<file path="config.mk">
export PLATFORM = sky130hd
export DESIGN_NAME = mul_div_unit
export DESIGN_NICKNAME = d
export VERILOG_FILES = /design/src/rtl/mul_div_unit.sv
export SDC_FILE = /design/constraint.sdc
export NUM_CORES = 1
export LEC_CHECK = 0
export BUFFER_PORTS_ARGS = -buffer_cell sky130_fd_sc_hd__clkbuf_2
export CORE_MARGIN = 4
export CORE_UTILIZATION = 65
export CTS_CLUSTER_DIAMETER = 100
export CTS_CLUSTER_SIZE = 16
export DETAILED_ROUTE_END_ITERATION = 8
export PLACE_DENSITY = 0.89
export SLEW_MARGIN = 20
export SYNTH_ARGS = -nofsm -noshare
export SYNTH_HDL_FRONTEND = slang
export SYNTH_SLANG_ARGS = --single-unit
</file>
<file path="constraint.sdc">
create_clock -name clk -period 6.24 [get_ports clk]
set_input_delay 0.312 -clock clk [delete_from_list [all_inputs] [get_ports clk]]
set_output_delay 0.312 -clock clk [all_outputs]
set_load 0.02 [all_outputs]
</file>
<file path="src/rtl/mul_div_unit.sv">
// Iterative unsigned multiply/divide unit: 32-step shift-add multiply and
// restoring divide behind a start/busy/done handshake.
module mul_div_unit #(
    parameter int unsigned WIDTH = 32
) (
    input  logic             clk,
    input  logic             rst_n,
    input  logic             start,
    input  logic [1:0]       op,
    input  logic [WIDTH-1:0] Data_a,
    input  logic [WIDTH-1:0] Data_b,
    output logic             busy,
    output logic             done,
    output logic [WIDTH-1:0] result
);

    localparam int unsigned CNT_W = $clog2(WIDTH);
    localparam logic [CNT_W-1:0] LAST_ITER = CNT_W'(WIDTH - 1);

    typedef enum logic [1:0] {
        IDLE = 2'd0,
        RUN  = 2'd1,
        DONE = 2'd2
    } state_t;

    state_t           state;
    logic [CNT_W-1:0] cnt;
    logic [1:0]       op_q;
    // Multiplicand for MUL/MULHU, divisor for DIVU/REMU.
    logic [WIDTH-1:0] opnd;
    // {hi, lo}: product accumulator, or {remainder, quotient/dividend}.
    logic [WIDTH-1:0] hi;
    logic [WIDTH-1:0] lo;

    logic [WIDTH-1:0] nxt_hi;
    logic [WIDTH-1:0] nxt_lo;
    logic [WIDTH:0]   sum;
    logic [WIDTH:0]   shifted;
    logic [WIDTH+1:0] diff;
    logic             keep;

    // One iteration of shift-add multiply or restoring divide.
    always_comb begin
        nxt_hi  = hi;
        nxt_lo  = lo;
        sum     = {1'b0, hi} + (lo[0] ? {1'b0, opnd} : (WIDTH+1)'(0));
        shifted = {hi, lo[WIDTH-1]};
        diff    = {1'b0, shifted} - {2'b00, opnd};
        // A non-negative difference is always below the divisor, so both top bits are clear.
        keep    = (diff[WIDTH+1:WIDTH] == 2'b00);
        if (op_q[1]) begin
            if (keep) begin
                nxt_hi = diff[WIDTH-1:0];
                nxt_lo = {lo[WIDTH-2:0], 1'b1};
            end else begin
                nxt_hi = shifted[WIDTH-1:0];
                nxt_lo = {lo[WIDTH-2:0], 1'b0};
            end
        end else begin
            nxt_hi = sum[WIDTH:1];
            nxt_lo = {sum[0], lo[WIDTH-1:1]};
        end
    end

    // Control FSM, operand capture, iteration registers and registered outputs.
    always_ff @(posedge clk) begin
        if (!rst_n) begin
            state  <= IDLE;
            busy   <= 1'b0;
            done   <= 1'b0;
            result <= '0;
            cnt    <= '0;
            op_q   <= 2'b00;
            opnd   <= '0;
            hi     <= '0;
            lo     <= '0;
        end else begin
            done <= 1'b0;
            case (state)
                IDLE, DONE: begin
                    if (start) begin
                        op_q  <= op;
                        cnt   <= '0;
                        hi    <= '0;
                        busy  <= 1'b1;
                        state <= RUN;
                        if (op[1]) begin
                            lo   <= Data_a;
                            opnd <= Data_b;
                        end else begin
                            lo   <= Data_b;
                            opnd <= Data_a;
                        end
                    end else begin
                        state <= IDLE;
                    end
                end
                RUN: begin
                    hi  <= nxt_hi;
                    lo  <= nxt_lo;
                    cnt <= cnt + CNT_W'(1);
                    if (cnt == LAST_ITER) begin
                        // MULHU and REMU take the upper half; MUL and DIVU the lower.
                        result <= op_q[0] ? nxt_hi : nxt_lo;
                        busy   <= 1'b0;
                        done   <= 1'b1;
                        state  <= DONE;
                    end
                end
                default: begin
                    busy  <= 1'b0;
                    state <= IDLE;
                end
            endcase
        end
    end

endmodule

</file>
==> run metrics <==
pwr dens around 230 mW/mm²; Slew Limit Fails 0; crit path kind reg -> reg; first-pass GRT wire length 53800 µm; Worst-Margin Slew 1.10 ns; fraction of registers with async set/reset 0%; Hold WC Path Type in -> reg; busiest layer in global routing met2; post-DR vias/cell 6.81; flop2flop setup slack 1.81 ns; std cell rows 46; Synth Instances roughly 1300; initial antenna violation count 4; reg2reg start lo[31]; post-route design area 0.0120 mm²; DRC violations left 0; global routing usage on met1 51.1%; Yosys reg bits 139; final setup fails 0; die width 137 µm; Synth Area per Inst ~8.1 µm²; I/O pin total 103; Worst Skew 0.00859 ns; fin nets 1530; Peak VDD IR 198 µV; vias 11000; met2 usage approximately 54%; Distinct cells, synth 76; CP Launch Type flop; router iterations before antenna repair 7; Clk Latency, worst-skew pair 0.43 ns; wire length per cell 21.5 µm; ANT cells 0; Worst slew margin 26.8%; starting density of the core 67.3%; unrepaired setup endpoints after global routing no; fraction of layout cells with a size suffix above 1 12.4%; Longest Clk Path Bufs 2; GRT Total Usage 36.7%; largest net degree at the start of global routing 93; Synth area leader dfxtp_1; H-tree depth 4; Die ar. between 0.015 and 0.02 mm²; GRT met3 Usage 10.7%; Seq/Total Area, Yosys 25.7%; Clock transition at path regs 0.07 ns; Util after Layout 74.3%; syn nets 1483; crit share post-route between 70% and 80%; Detailed Route Iter0 Violations 1555; Num CTS Buffers 17; Critical Path AT 4.76 ns; Detail Route Antenna Nets 0; PostCTS Resize Cnt 0; EDFF count, synth 0; vias in the first global route ~10000; reg2reg path depth 15; Synth Warn # 0; Post-Syn Area 0.0108 mm²; filler cell count ~1100; Core Area between 0.015 and 0.02 mm²; Die H 137 µm; Placer Congestion 0.977; hold depth 3; IO buf count just over 100; clk root buf clkbuf_16; final setup TNS 0 ns; leakage around 5.5 nW; Cell Area, Placed approximately 0.011 mm²; grt total ovfl 0; CP max FO 22; hold endpoint op_q[0]; top_reg_cell synth dfxtp_1; Setup Fix Bufs, Post-CTS 0; crit end category flop; f_max 226 MHz; run status complete, no violations; number of max-cap violations 0; CP required 6.56 ns; Period minus WS final 4.43 ns; reg-to-reg endpoint result[5]; area grow syn2layout 10.5%; final wirelength 34900 µm; min-delay src op[0]; Final Hold Fails 0; CTS tree yes; hpwl dp roughly 25000 µm; top cells by area, synth dfxtp_1, mux2i_1, ha_1; top cell type's share of synthesized area 25.7%; post-cts hold buffer count 0; CTS sink cnt 139
[report_power, final]
part | total, mW | switching (mW) | internal, mW
registers | 0.975 | 0.0446 | 0.930
logic | 0.660 | 0.407 | 0.253
clock network | 1.08 | 0.444 | 0.639
total | 2.72 | 0.896 | 1.82
[synth_stat cells, types with 13 or more instances]
cell / count
a21o_1: 32
a21oi_1: 102
a22o_1: 26
a31oi_1: 13
and2_1: 63
and3_1: 37
clkbuf_1: 70
dfxtp_1: 139
ha_1: 66
inv_1: 51
mux2i_1: 125
nand2_1: 164
nand3_1: 13
nor2_1: 64
nor2b_1: 24
nor3_1: 13
o21ai_0: 55
o221ai_1: 27
o22ai_1: 13
xnor2_1: 32
xor2_1: 22
[stage by stage]
stage | total power [mW] | std cells | hold slack, ns | setup WS [ns]
after floorplan | 1.45 | 1346 | 0.457 | 2.77
after CTS | 2.68 | 1622 | 0.136 | 1.85
after global routing | 2.79 | 1622 | 0.148 | 1.68
after global placement | 1.60 | 1590 | 0.436 | 2.04
final | 2.72 | 1622 | 0.155 | 1.81
after detailed placement | 1.62 | 1590 | 0.442 | 1.89
[per-layer routing]
layer  wire [µm]  up-vias
met3        4630      133
met5          41        -
li1            -     4988
met2       14600      817
met1       14500     5098
met4        1120        6
[final cells by class]
cell class                      instances  area [µm²]  area share [%]
Multi-Input combinational cell       1068        7500            62.6
Sequential cell                       139        2790            23.3
Clock buffer                           18         429            3.58
Inverter                               52         195            1.63
Tap cell                              216         270            2.26
Clock inverter                         14         185            1.55
Timing Repair Buffer                  115         611            5.10
[worst max-delay path, cell delays in order (launching register included)]
cell and delay (ns):
dfxtp_1 0.33, inv_1 0.09, ha_1 0.19, inv_1 0.07
fa_1 0.44, a211oi_2 0.23, o21ai_2 0.13, o2111a_2 0.31
o21ai_2 0.18, o22ai_1 0.13, or3b_4 0.40, o21ai_4 0.35
buf_4 0.40, mux2_1 0.38, mux4_2 0.48, a22o_1 0.19
[how the worst max path moves through the flow]
stage	endpoint	startpoint	depth (start not counted)	slack [ns]
3_5_place_dp	result[5]	lo[31]	15	1.89
3_3_place_gp	result[5]	lo[31]	15	2.04
5_1_grt	result[5]	lo[31]	15	1.68
4_1_cts	result[5]	lo[31]	15	1.85
2_1_floorplan	result[5]	lo[31]	14	2.77
6_report	result[5]	lo[31]	15	1.81
[flip-flops by register name, indices dropped and copies added, names as in the netlist]
| signal | flops |
|---|---|
| busy | 1 |
| cnt | 5 |
| done | 1 |
| hi | 32 |
| lo | 32 |
| op_q | 2 |
| opnd | 32 |
| result | 32 |
| state | 2 |
[logic make-up (layout without fill, tap and decap cells)]
logic type	after synthesis	in the layout	synth area share (%)
flip-flops	139	139	25.7
multiplexers	136	136	12.9
AND/OR/NAND/NOR	419	419	18.9
buffers and inverters	139	199	5.22
XOR/XNOR	54	54	4.36
AO/OA/AOI/OAI	391	391	24.9
adder cells (fa/ha/maj)	68	68	7.99
[placed cells by master, fill, tap and decap left out, types with 8 or more instances in the layout]
cell	netlist	layout
mux2i_1	125	125
nand3_1	13	13
nor3_1	13	13
a31oi_1	13	13
nor2b_1	24	23
xor2_1	22	22
o221ai_1	27	27
a221o_1	9	9
nand4_1	12	12
a21oi_1	102	102
o211ai_1	8	8
clkbuf_2	2	101
xnor2_1	32	32
a21o_1	32	32
clkbuf_16	0	17
o21ai_0	55	55
dfxtp_1	139	138
ha_1	66	66
and2_1	63	63
nand2b_1	12	11
o21a_1	12	12
a22o_1	26	26
buf_4	0	14
inv_1	51	51
o31ai_1	12	12
a211oi_1	12	12
nor2_1	64	62
and3_1	37	37
o22ai_1	13	13
nand2_1	164	164
No activity file was read; power rests on OpenSTA's default activity.
